File: src/rtl/uart_rx_ctrl.sv
// Oversampled UART receiver: synchronizes rx, hunts for a start edge on tick strobes,
// mid-bit samples DATA_BITS payload bits LSB first and hands frames over a valid/ready port.
module uart_rx_ctrl #(
    parameter int DATA_BITS  = 8,
    parameter int OVERSAMPLE = 16
) (
    input  logic                 clk,
    input  logic                 rst,
    input  logic                 tick,
    input  logic                 rx,
    output logic [DATA_BITS-1:0] rx_data,
    output logic                 rx_valid,
    input  logic                 rx_ready,
    output logic                 busy,
    output logic                 frame_err,
    output logic                 overrun
);

    localparam int CNT_W = $clog2(OVERSAMPLE);
    localparam int BIT_W = $clog2(DATA_BITS);
    localparam logic [CNT_W-1:0] CNT_MID  = CNT_W'(OVERSAMPLE / 2 - 1);
    localparam logic [CNT_W-1:0] CNT_END  = CNT_W'(OVERSAMPLE - 1);
    localparam logic [BIT_W-1:0] BIT_LAST = BIT_W'(DATA_BITS - 1);

    typedef enum logic [1:0] {
        IDLE  = 2'd0,
        START = 2'd1,
        DATA  = 2'd2,
        STOP  = 2'd3
    } state_t;

    logic [1:0]           sync_q, sync_d;
    logic                 rx_s;
    logic                 prev_q, prev_d;
    logic                 start_det;
    state_t               state_q, state_d;
    logic [CNT_W-1:0]     cnt_q, cnt_d;
    logic [BIT_W-1:0]     bit_idx_q, bit_idx_d;
    logic [DATA_BITS-1:0] shift_q, shift_d;
    logic [DATA_BITS-1:0] rx_data_q, rx_data_d;
    logic                 rx_valid_q, rx_valid_d;
    logic                 frame_err_q, frame_err_d;
    logic                 overrun_q, overrun_d;
    logic                 good_frame, bad_frame;
    logic [DATA_BITS-1:0] bit_sel;
    logic [DATA_BITS-1:0] shift_sampled;

    assign sync_d    = {sync_q[0], rx};
    assign rx_s      = sync_q[1];
    assign prev_d    = tick ? rx_s : prev_q;
    assign start_det = tick & prev_q & ~rx_s;

    // One-hot write strobe selecting the payload position of the current bit.
    generate
        for (genvar gi = 0; gi < DATA_BITS; gi++) begin : g_bit_sel
            assign bit_sel[gi] = (bit_idx_q == BIT_W'(gi));
        end
    endgenerate

    assign shift_sampled = (shift_q & ~bit_sel) | (bit_sel & {DATA_BITS{rx_s}});

    always_ff @(posedge clk or posedge rst) begin
        if (rst) begin
            sync_q      <= 2'b11;
            prev_q      <= 1'b1;
            state_q     <= IDLE;
            cnt_q       <= '0;
            bit_idx_q   <= '0;
            shift_q     <= '0;
            rx_data_q   <= '0;
            rx_valid_q  <= 1'b0;
            frame_err_q <= 1'b0;
            overrun_q   <= 1'b0;
        end else begin
            sync_q      <= sync_d;
            prev_q      <= prev_d;
            state_q     <= state_d;
            cnt_q       <= cnt_d;
            bit_idx_q   <= bit_idx_d;
            shift_q     <= shift_d;
            rx_data_q   <= rx_data_d;
            rx_valid_q  <= rx_valid_d;
            frame_err_q <= frame_err_d;
            overrun_q   <= overrun_d;
        end
    end

    always_comb begin
        state_d    = state_q;
        cnt_d      = cnt_q;
        bit_idx_d  = bit_idx_q;
        shift_d    = shift_q;
        good_frame = 1'b0;
        bad_frame  = 1'b0;
        if (tick) begin
            case (state_q)
                IDLE: begin
                    if (start_det) begin
                        state_d = START;
                        cnt_d   = '0;
                    end
                end
                START: begin
                    // Start bit must still be low at its midpoint, else it was a glitch.
                    if (cnt_q == CNT_MID) begin
                        cnt_d = '0;
                        if (!rx_s) begin
                            state_d   = DATA;
                            bit_idx_d = '0;
                        end else begin
                            state_d = IDLE;
                        end
                    end else begin
                        cnt_d = cnt_q + CNT_W'(1);
                    end
                end
                DATA: begin
                    if (cnt_q == CNT_END) begin
                        shift_d = shift_sampled;
                        cnt_d   = '0;
                        if (bit_idx_q == BIT_LAST) begin
                            state_d = STOP;
                        end else begin
                            bit_idx_d = bit_idx_q + BIT_W'(1);
                        end
                    end else begin
                        cnt_d = cnt_q + CNT_W'(1);
                    end
                end
                STOP: begin
                    if (cnt_q == CNT_END) begin
                        state_d    = IDLE;
                        cnt_d      = '0;
                        good_frame = rx_s;
                        bad_frame  = ~rx_s;
                    end else begin
                        cnt_d = cnt_q + CNT_W'(1);
                    end
                end
                default: state_d = IDLE;
            endcase
        end
    end

    always_comb begin
        rx_data_d   = rx_data_q;
        rx_valid_d  = rx_valid_q;
        frame_err_d = bad_frame;
        overrun_d   = 1'b0;
        if (good_frame) begin
            // A same-cycle consume frees the holding register for the new payload.
            if (!rx_valid_q || rx_ready) begin
                rx_data_d  = shift_q;
                rx_valid_d = 1'b1;
            end else begin
                overrun_d = 1'b1;
            end
        end else if (rx_valid_q && rx_ready) begin
            rx_valid_d = 1'b0;
        end
    end

    assign rx_data   = rx_data_q;
    assign rx_valid  = rx_valid_q;
    assign busy      = (state_q != IDLE);
    assign frame_err = frame_err_q;
    assign overrun   = overrun_q;

endmodule
File: config.mk
export PLATFORM = sky130hd
export DESIGN_NAME = uart_rx_ctrl
export DESIGN_NICKNAME = d
export VERILOG_FILES = /design/src/rtl/uart_rx_ctrl.sv
export SDC_FILE = /design/constraint.sdc
export NUM_CORES = 1
export LEC_CHECK = 0
export ABC_AREA = 1
export BUFFER_PORTS_ARGS = -buffer_cell sky130_fd_sc_hd__buf_2
export CAP_MARGIN = 20
export CORE_MARGIN = 4
export CORE_UTILIZATION = 55
export CTS_CLUSTER_DIAMETER = 50
export DETAILED_ROUTE_END_ITERATION = 6
export GPL_TIMING_DRIVEN = 0
export PLACE_DENSITY = 0.73
export SYNTH_ARGS = -nofsm -noshare
export SYNTH_HDL_FRONTEND = slang
export SYNTH_SLANG_ARGS = --single-unit
File: constraint.sdc
create_clock -name clk -period 3.1 [get_ports clk]
set_input_delay 0.62 -clock clk [delete_from_list [all_inputs] [get_ports clk]]
set_output_delay 0.62 -clock clk [all_outputs]
set_load 0.05 [all_outputs]
Yosys cells after proc, flatten, opt, wreduce, memory -nomap -nowiden
Cells that the tools add are included.
{ "totals": {"latch_bits": 0, "inputBits": 5, "ramBits": 0, "mem_bits_ro": 0, "regBits": 31, "mem_count": 0} }
{ "op_classes": {"mux": 27, "n_reduce_logical": 15, "n_eq_ne": 20, "n_addsub": 2, "magnitude_cmp": 0, "n_bitwise": 7, "div": 0, "mul": 0, "n_shift": 0} }
{ "op_table": {"columns": ["operator", "n"], "rows": [
  ["$and 8x8->8", 2],
  ["$ne 2x2->1 const B", 7],
  ["$eq 3x3->1 const B", 4],
  ["$mux 2", 6],
  ["$mux 3", 4],
  ["$mux 4", 3],
  ["$pmux 4 s3", 1],
  ["$reduce_and 6->1", 2],
  ["$mux 1", 11],
  ["$not 8->8", 1],
  ["$or 8x8->8", 1],
  ["$pmux 2 s4", 1],
  ["$eq 3x2->1 const B", 2],
  ["$pmux 3 s2", 1],
  ["$reduce_and 2->1", 3],
  ["$reduce_bool 2->1", 3],
  ["$add 4x1->4 const B", 1],
  ["$eq 2x2->1 const B", 2],
  ["$eq 4x3->1 const B", 1],
  ["$eq 4x4->1 const B", 1],
  ["$add 3x1->3 const B", 1],
  ["$eq 3x1->1 const B", 1],
  ["$logic_not 3->1", 1],
  ["$reduce_and 3->1", 1],
  ["9 further kinds", 10]
]} }

Depth between registers and ports, before layout
Gate-level depths: netlist of run 1.
{ "depth": {"depth_word": 6, "depth_mapped": 9} }

Worst setup path before layout of run 1
Ideal clock, no wire load.
{ "synth_timing": {"path_type": "register to output", "from": "register (tool-made name)", "to": "output port busy", "arrival_ns": 0.880, "stages_incl_launch_ff": 4, "setup_slack_ns": 1.600, "cell_sequence": "dfrtp_1 -> buf_4 -> nor2_1 -> inv_1"} }
{ "synth_rtl": {"columns": ["element", "line", "text"], "rows": [
  ["end, declared", "14", "output logic busy,"]
]} }

==> metrics.txt, run 1 <==
outcome=completed; Final GP Congestion=0.770; Worst Path Class, Setup=reg2out; GRT overflow=0; unrepaired setup endpoints after global routing=false; vias in the first global route=1177; register area share after synthesis=0.502; worst clock skew=0.00413 ns; Hold Fails Final Rpt=0; Fillers=225; first-pass GRT wire length=4.99 mm; yosys warns=0; post-route ant nets=0; clk sink count=31; DP HPWL=2.17 mm; Placed Area=1680 um2; total wire length=2.79 mm; Hold WS=0.350 ns; # DRC=0; Design Area, Final=1740 um2; DR iter-0 viols=44; Core Util, Final=0.673; # rows=18; top cell type by total area after synthesis=dfrtp_1; Max Cap Violations=0; synthesized area=1550 um2; commonest cells after routing, fill and taps aside=nand2_1 (64), dfrtp_1 (28), buf_2 (18); Placed Cells=228; Synth Register Bits=31; GRT Total Usage=0.182; ant diodes=0; Final Max Tran Viols=0; leakage power total=0.953 nW; synthesized area per cell=8.57 um2; Final Non-Filler Cells=236; FMAX=509 MHz; vias per inst=5.13; CP max FO=10; iteration count of the initial detailed-routing pass=4; setup TNS=0 ns; Die Area=3730 um2; initial antenna violation count=0; CP required=2.48 ns; Final nets=217; CTS Buf Count=5; Total Power=1.06 mW; Clock transition at path regs=0.09 ns; Hold-fix buffers, CTS=0; # IOs=17; relative slew slack=0.506; startpoint types=flip-flop; commonest non-fill, non-tap cell in the layout=nand2_1; Final period util=0.633; Worst EP arrival=1.34 ns; clock latency on the worst-skew pair=0.33 ns; total number of vias=1210; Placement Setup Slack=1.41 ns; WL met3=166 um; TritonCTS clock tree=done; core area=2590 um2; # setup viols final=0; Layout area overhead=12.4%; met1 wire length=1.29 mm; Die H=61.1 um; post-cts resize count=0; top layer in use=met4; DR WL/cell=11.8 um; Port Buf Inserts=16; CTS root buf=clkbuf_4; H-tree depth=2; library cells used by synthesis=23; largest net degree at the start of global routing=18; Die Wd=61.1 um; CP endpoint kind=output pin; Slew @ Worst Pin=0.738 ns; initial core utilization=0.599; layout cells sized above 1=0.199; pwr/cell area=610 nW/um2; final worst slack=1.14 ns; routed wl met2=1.28 mm; Synth Net Count=193; setup repair bufs after CTS=0; Min-Delay Path Class=in2async; maximum buffer depth of the clock tree=2; Yosys top cell area share=0.452; VDD IR-drop max=0.556 mV; Synth Instances=181; Synth area leaders=dfrtp_1 (45%), nand2_1 (15%), ha_1 (5.6%); crit path time final=1.96 ns
==> final cells by class <==
type	count	area [um2]	share of cell area
Inverter	17	66.3	0.0380
Buffer	5	40.0	0.0230
Clock inverter	1	5.00	0.00287
Multi-Input combinational cell	128	666	0.382
Clock buffer	7	55.1	0.0316
Timing Repair Buffer	17	95.1	0.0545
Tap cell	30	37.5	0.0215
Sequential cell	31	779	0.447
==> power breakdown <==
part | switching [mW] | internal [mW] | total (mW)
clock | 0.136 | 0.110 | 0.245
combinational | 0.227 | 0.0968 | 0.324
sequential | 0.0481 | 0.446 | 0.494
==> worst paths after layout <==
| check | start | endpoint | slack [ns] | cells after the start |
|---|---|---|---|---|
| worst min register to register | sync_q[0] | sync_q[1] | 0.36 | 0 |
| min in group clk | sync_q[0] | sync_q[1] | 0.36 | 0 |
| worst max register to register | bit_idx_q[0] | bit_idx_q[1] | 1.52 | 9 |
| worst min-delay path | rst | rx_data[3] | 0.35 | 2 |
| max in group asynchronous | rst | prev_q | 2.14 | 3 |
| worst max-delay path | flip-flop | busy | 1.14 | 4 |
==> critical path, cell delays in order (launching register included) <==
cell and delay (ns):
dfrtp_1 0.37, buf_4 0.18, nor2_1 0.15, inv_1 0.10
buf_2 0.22
==> synthesized netlist by cell type (all sizes together) <==
cell type,n
nand2,65
dfrtp,28
nand3,18
inv,17
o21ai,16
nor2,12
ha,7
nand4,7
buf,5
dfstp,3
a22oi,1
nor3,1
xor2,1
==> logic make-up (layout without fill, tap and decap cells) <==
logic type      count (synthesis)  after routing  synth area share
fa+ha+maj                       7              7            0.0564
xor+xnor                        1              1           0.00565
flops                          31             31             0.502
buf+inv                        22             47            0.0685
simple gates                  103            103             0.310
compound gates                 17             17            0.0565
==> per-layer routing <==
| layer | global-route usage | vias to the layer above |
|---|---|---|
| li1 | - | 628 |
| met1 | 0.221 | 553 |
| met2 | 0.299 | 23 |
| met3 | 0.0629 | 6 |
| met4 | 0.0650 | 0 |
| met5 | 0 | - |
(Power assumes the default switching activity.)
==> run 2: changes to the inputs <==
--- a/config.mk
+++ b/config.mk
@@ -9,11 +9,11 @@
 export BUFFER_PORTS_ARGS = -buffer_cell sky130_fd_sc_hd__buf_2
 export CAP_MARGIN = 20
 export CORE_MARGIN = 4
-export CORE_UTILIZATION = 55
+export CORE_UTILIZATION = 51
 export CTS_CLUSTER_DIAMETER = 50
 export DETAILED_ROUTE_END_ITERATION = 6
 export GPL_TIMING_DRIVEN = 0
-export PLACE_DENSITY = 0.73
+export PLACE_DENSITY = 0.71
 export SYNTH_ARGS = -nofsm -noshare
 export SYNTH_HDL_FRONTEND = slang
 export SYNTH_SLANG_ARGS = --single-unit
==> constraint.sdc (replaced) <==
create_clock -name clk -period 1.65 [get_ports clk]
set_input_delay 0.33 -clock clk [delete_from_list [all_inputs] [get_ports clk]]
set_output_delay 0.33 -clock clk [all_outputs]
set_load 0.05 [all_outputs]
==> metrics.txt, run 2 (synthesis results as in run 1) <==
FF-to-FF path depth=8 (-1); post-route ant nets=0 (unchanged); DR iter-0 viols=70 (+59%); relative slew slack=0.523 (+0.0166); Die Area=3990 um2 (+6.8%); clock share of power=0.280 (+0.049); clk sink count=31 (unchanged); sequential power share=0.423 (-0.042); startpoint types=flip-flop; Total Power=2.23 mW (+110%); Min-Delay Path Class=in2async; iteration count of the initial detailed-routing pass=4 (unchanged); Die Wd=63.2 um (+3.3%); maximum buffer depth of the clock tree=2 (unchanged); internal power=1.42 mW (+120%); layout cells sized above 1=0.223 (+0.0243); Final Non-Filler Cells=237 (+0.42%); H-tree depth=2 (unchanged); total wire length=2.84 mm (+2.1%); Die H=63.2 um (+3.3%); first-pass GRT wire length=5.05 mm (+1.2%); total number of vias=1221 (+0.91%); Worst Setup SP=bit_idx_q[0]; Placed Area=1700 um2 (+0.82%); GRT Total Usage=0.162 (-0.0202); unrepaired setup endpoints after global routing=false; initial antenna violation count=0 (unchanged); initial core utilization=0.548 (-0.0506); Core Util, Final=0.639 (-0.0343); slack of the worst reg-to-reg path=0.08 ns (-1.44 ns); final worst slack=0.0793 ns (-1.06 ns); Design Area, Final=1810 um2 (+3.7%); Placement Setup Slack=0.121 ns (-1.28 ns); outcome=completed; setup repair bufs after CTS=0 (unchanged); TritonCTS clock tree=done; # rows=19 (+1); VDD IR-drop max=1.06 mV (+91%); switching share of power=0.362 (-0.0241); Hold WS=0.00881 ns (-0.341 ns); core area=2830 um2 (+9.2%); Combinational Power Share=0.297 (-0.008); Final nets=217 (unchanged); FMAX=637 MHz; Max Cap Violations=0 (unchanged); Final period util=0.952; largest net degree at the start of global routing=23 (+5); # IOs=17 (unchanged); GRT overflow=0 (unchanged); CP required=1.88 ns (-0.60 ns); # setup viols final=0 (unchanged); # DRC=0 (unchanged); DP HPWL=2.04 mm (-6.0%); leakage power total=0.972 nW (+2.0%); CP endpoint kind=flip-flop; CP max FO=5 (-5); commonest non-fill, non-tap cell in the layout=nand2_1; worst clock skew=0.00498 ns (+0.000858 ns); CTS root buf=clkbuf_4; pwr/cell area=1230 nW/um2 (+100%); Final Max Tran Viols=0 (unchanged); Port Buf Inserts=16 (unchanged); Clock transition at path regs=0.10 ns (about the same); setup TNS=0 ns (unchanged); Fillers=239 (+6.2%); r2r endpoint=bit_idx_q[2]; Slew @ Worst Pin=0.714 ns (-0.0249 ns); Layout area overhead=16.5%; Placed Cells=229 (+0.44%); CTS Buf Count=5 (unchanged); NetSw=0.806 mW (+96%); Hold Fails Final Rpt=0 (unchanged); end of the critical path=bit_idx_q[2]; DR WL/cell=12.0 um (+1.7%); vias per inst=5.15 (+0.48%); vias in the first global route=1124 (-4.5%); clock latency on the worst-skew pair=0.33 ns (about the same); crit path time final=1.57 ns; Final GP Congestion=0.786 (+2.1%); commonest cells after routing, fill and taps aside=nand2_1 (64), dfrtp_1 (27), buf_2 (17); Reg-to-Reg Start=bit_idx_q[0]; Worst Path Class, Setup=reg2reg; ant diodes=0 (unchanged); Worst EP arrival=1.80 ns (+0.46 ns)
[run 2: per-layer routing]
metal,vias up,GRT usage,share of wire
li1,634,-,-
met1,553,0.205,0.47
met2,28,0.248,0.46
met3,6,0.0586,0.055
met4,0,0.0689,0.018
met5,-,0,0
[run 2: how the worst min path moves through the flow]
stage	to	slack, ns	from
floorplan	sync_q[0]	0.33	rx
global placement	sync_q[1]	0.35	sync_q[0]
detailed placement	sync_q[1]	0.35	sync_q[0]
CTS	cnt_q[3]	0.004	rst
global route	cnt_q[2]	0.01	rst
finish	bit_idx_q[1]	0.009	rst
[run 2: cell type report]
class / count / area [um2] / share of cell area
repair buffers: 17 / 114 / 0.0630
plain buffers: 5 / 43.8 / 0.0242
clock inverters: 2 / 35.0 / 0.0194
well taps: 31 / 38.8 / 0.0215
multi-input cells: 128 / 678 / 0.375
clock buffers: 6 / 51.3 / 0.0284
flip-flops and latches: 31 / 781 / 0.432
inverters: 17 / 66.3 / 0.0367
[run 2: timing repair]
action / CTS / global route
cloned: 0 / 0
gates resized for setup: 2 / 6
setup endpoints to repair: 1 / 5
hold buffers: 0 / 0
[run 2: power by group through the flow]
| stage | Clock, mW | Combinational [mW] | Sequential, mW |
|---|---|---|---|
| 5_1_grt | 0.684 | 0.741 | 0.956 |
| 3_5_place_dp | 0 | 0.598 | 0.943 |
| 6_report | 0.623 | 0.661 | 0.941 |
| 2_1_floorplan | 0 | 0.483 | 0.923 |
| 4_1_cts | 0.643 | 0.624 | 0.931 |
| 3_3_place_gp | 0 | 0.573 | 0.936 |
[run 2: worst max-delay path, cell delays in order, from the launching register on]
cell     delay [ns]
dfrtp_2        0.45
ha_1           0.22
ha_1           0.20
inv_1          0.06
nand3_1        0.09
nand2_1        0.10
nand2_1        0.12
o21ai_0        0.17
nand2_1        0.06
==> run 3: changes to the inputs <==
--- a/config.mk
+++ b/config.mk
@@ -13,7 +13,8 @@
 export CTS_CLUSTER_DIAMETER = 50
 export DETAILED_ROUTE_END_ITERATION = 6
 export GPL_TIMING_DRIVEN = 0
-export PLACE_DENSITY = 0.71
+export MAX_ROUTING_LAYER = met4
+export PLACE_DENSITY = 0.76
 export SYNTH_ARGS = -nofsm -noshare
 export SYNTH_HDL_FRONTEND = slang
 export SYNTH_SLANG_ARGS = --single-unit
==> metrics.txt, run 3 (synthesis results as in run 1) <==
outcome=completed; H-tree depth=2 (unchanged); ant diodes=0 (unchanged); # DRC=0 (unchanged); DP HPWL=2.01 mm (-1.3%); DR iter-0 viols=60 (-14%); clk sink count=31 (unchanged); Die Wd=63.2 um (unchanged); unrepaired setup endpoints after global routing=false; Final Non-Filler Cells=239 (+0.84%); Die H=63.2 um (unchanged); commonest cells after routing, fill and taps aside=nand2_1 (64), dfrtp_1 (28), buf_2 (17); TritonCTS clock tree=done; GRT Total Usage=0.152 (-0.00917); end of the critical path=busy; layer with the highest usage=met2; total wire length=2.65 mm (-6.6%); Final GP Congestion=0.906 (+15%); Worst Path Class, Setup=reg2out; clock latency on the worst-skew pair=0.33 ns (about the same); CP max FO=10 (+5); # rows=19 (unchanged); grt met1 use=0.170 (-0.0343); CP endpoint kind=output pin; r2r endpoint=bit_idx_q[1]; pwr/cell area=1150 nW/um2 (-6.9%); Worst EP arrival=1.22 ns (-0.58 ns); Max Cap Violations=0 (unchanged); core area=2830 um2 (unchanged); final worst slack=0.101 ns (+0.0218 ns); worst clock skew=0.00725 ns (+0.00227 ns); Final period util=0.939 (-0.0132); Core Util, Final=0.632 (-0.00663); FMAX=646 MHz (+1.4%); # IOs=17 (unchanged); first-pass GRT wire length=4.60 mm (-9.0%); Design Area, Final=1790 um2 (-1.0%); GRT overflow=0 (unchanged); setup TNS=0 ns (unchanged); Hold Fails Final Rpt=0 (unchanged); vias per inst=5.12 (-0.67%); initial core utilization=0.548 (unchanged); leakage power total=0.970 nW (-0.14%); Placement Setup Slack=0.106 ns (-0.0158 ns); layout cells sized above 1=0.212 (-0.0118); post-route ant nets=0 (unchanged); CTS Buf Count=5 (unchanged); CP required=1.32 ns (-0.56 ns); Die Area=3990 um2 (unchanged); iteration count of the initial detailed-routing pass=4 (unchanged); Port Buf Inserts=16 (unchanged); largest net degree at the start of global routing=25 (+8.7%); vias in the first global route=1093 (-2.8%); crit path time final=1.55 ns (-0.0218 ns); M2 GR Usage=0.242 (-0.00527); Slew @ Worst Pin=0.691 ns (-0.0230 ns); startpoint types=flip-flop; Reg-to-Reg Start=bit_idx_q[1]; maximum buffer depth of the clock tree=2 (unchanged); total number of vias=1223 (+0.16%); Layout area overhead=15.3%; Final Max Tran Viols=0 (unchanged); Clock transition at path regs=0.09 ns (about the same); met3 usage in global routing=0.0533 (-0.00533); VDD IR-drop max=0.631 mV (-40%); Placed Area=1700 um2 (unchanged); Final nets=219 (+0.92%); CTS root buf=clkbuf_4; initial antenna violation count=0 (unchanged); commonest non-fill, non-tap cell in the layout=nand2_1; # setup viols final=0 (unchanged); FF-to-FF path depth=8 (unchanged); Fillers=239 (unchanged); DR WL/cell=11.1 um (-7.4%); Min-Delay Path Class=in2reg; slack of the worst reg-to-reg path=0.15 ns (+0.07 ns); relative slew slack=0.538 (+0.0154); Placed Cells=229 (unchanged)
run 3: changes by cell type in the layout (fill, tap and decap cells not counted), sizes merged:
cell,previous run,this run
buf,22,23
bufinv,1,0
clkbuf,6,7
dlygate4sd3,0,1
run 3: layout make-up:
cell class | instances | area [um2] | area share
Clock inverter | 1 | 5.00 | 0.00280
Timing Repair Buffer | 19 | 131 | 0.0734
Tap cell | 31 | 38.8 | 0.0217
Buffer | 5 | 40.0 | 0.0224
Inverter | 17 | 66.3 | 0.0371
Clock buffer | 7 | 55.1 | 0.0308
Multi-Input combinational cell | 128 | 673 | 0.376
Sequential cell | 31 | 779 | 0.436
run 3: worst min path at each step:
stage                   start    endpoint  slack, ns  cells after the start
floorplan                  rx   sync_q[0]       0.33                      0
global placement    sync_q[0]   sync_q[1]       0.35                      0
detailed placement        rst  state_q[0]       0.33                      2
CTS                        rx   sync_q[0]       0.08                      1
global route               rx   sync_q[0]       0.06                      1
finish                     rx   sync_q[0]       0.09                      1
run 3: routing by layer:
metal,vias to the layer above,wire length (um),share of wire
met3,7,118,0.044
met1,558,1220,0.46
met4,0,55,0.021
li1,632,-,-
met5,-,0,0
met2,26,1260,0.47
run 3: worst max-delay path, stage by stage (launching register included):
cell and delay (ns):
dfrtp_1 0.38, buf_4 0.18, nor2_4 0.12, inv_2 0.06
buf_6 0.15
run 3: repair_timing:
item | CTS | global route
pin swaps | 0 | 0
hold endpoints to repair | 7 | 0
hold buffers | 1 | 0
resized for setup | 2 | 3
setup buffers | 0 | 1
endpoints found under the setup margin | 1 | 3
run 3: where the power goes:
group	leakage [nW]	switching, mW	internal (mW)	total [mW]
Sequential	0.417	0.0929	0.838	0.931
Clock	0.0353	0.247	0.206	0.453
Combinational	0.518	0.439	0.227	0.666
run 3: through the flow:
step           hold WS [ns]  total power, mW
3_5_place_dp          0.333             1.54
4_1_cts              0.0818             2.01
2_1_floorplan         0.334             1.41
5_1_grt              0.0598             2.20
6_report             0.0938             2.05
3_3_place_gp          0.346             1.51
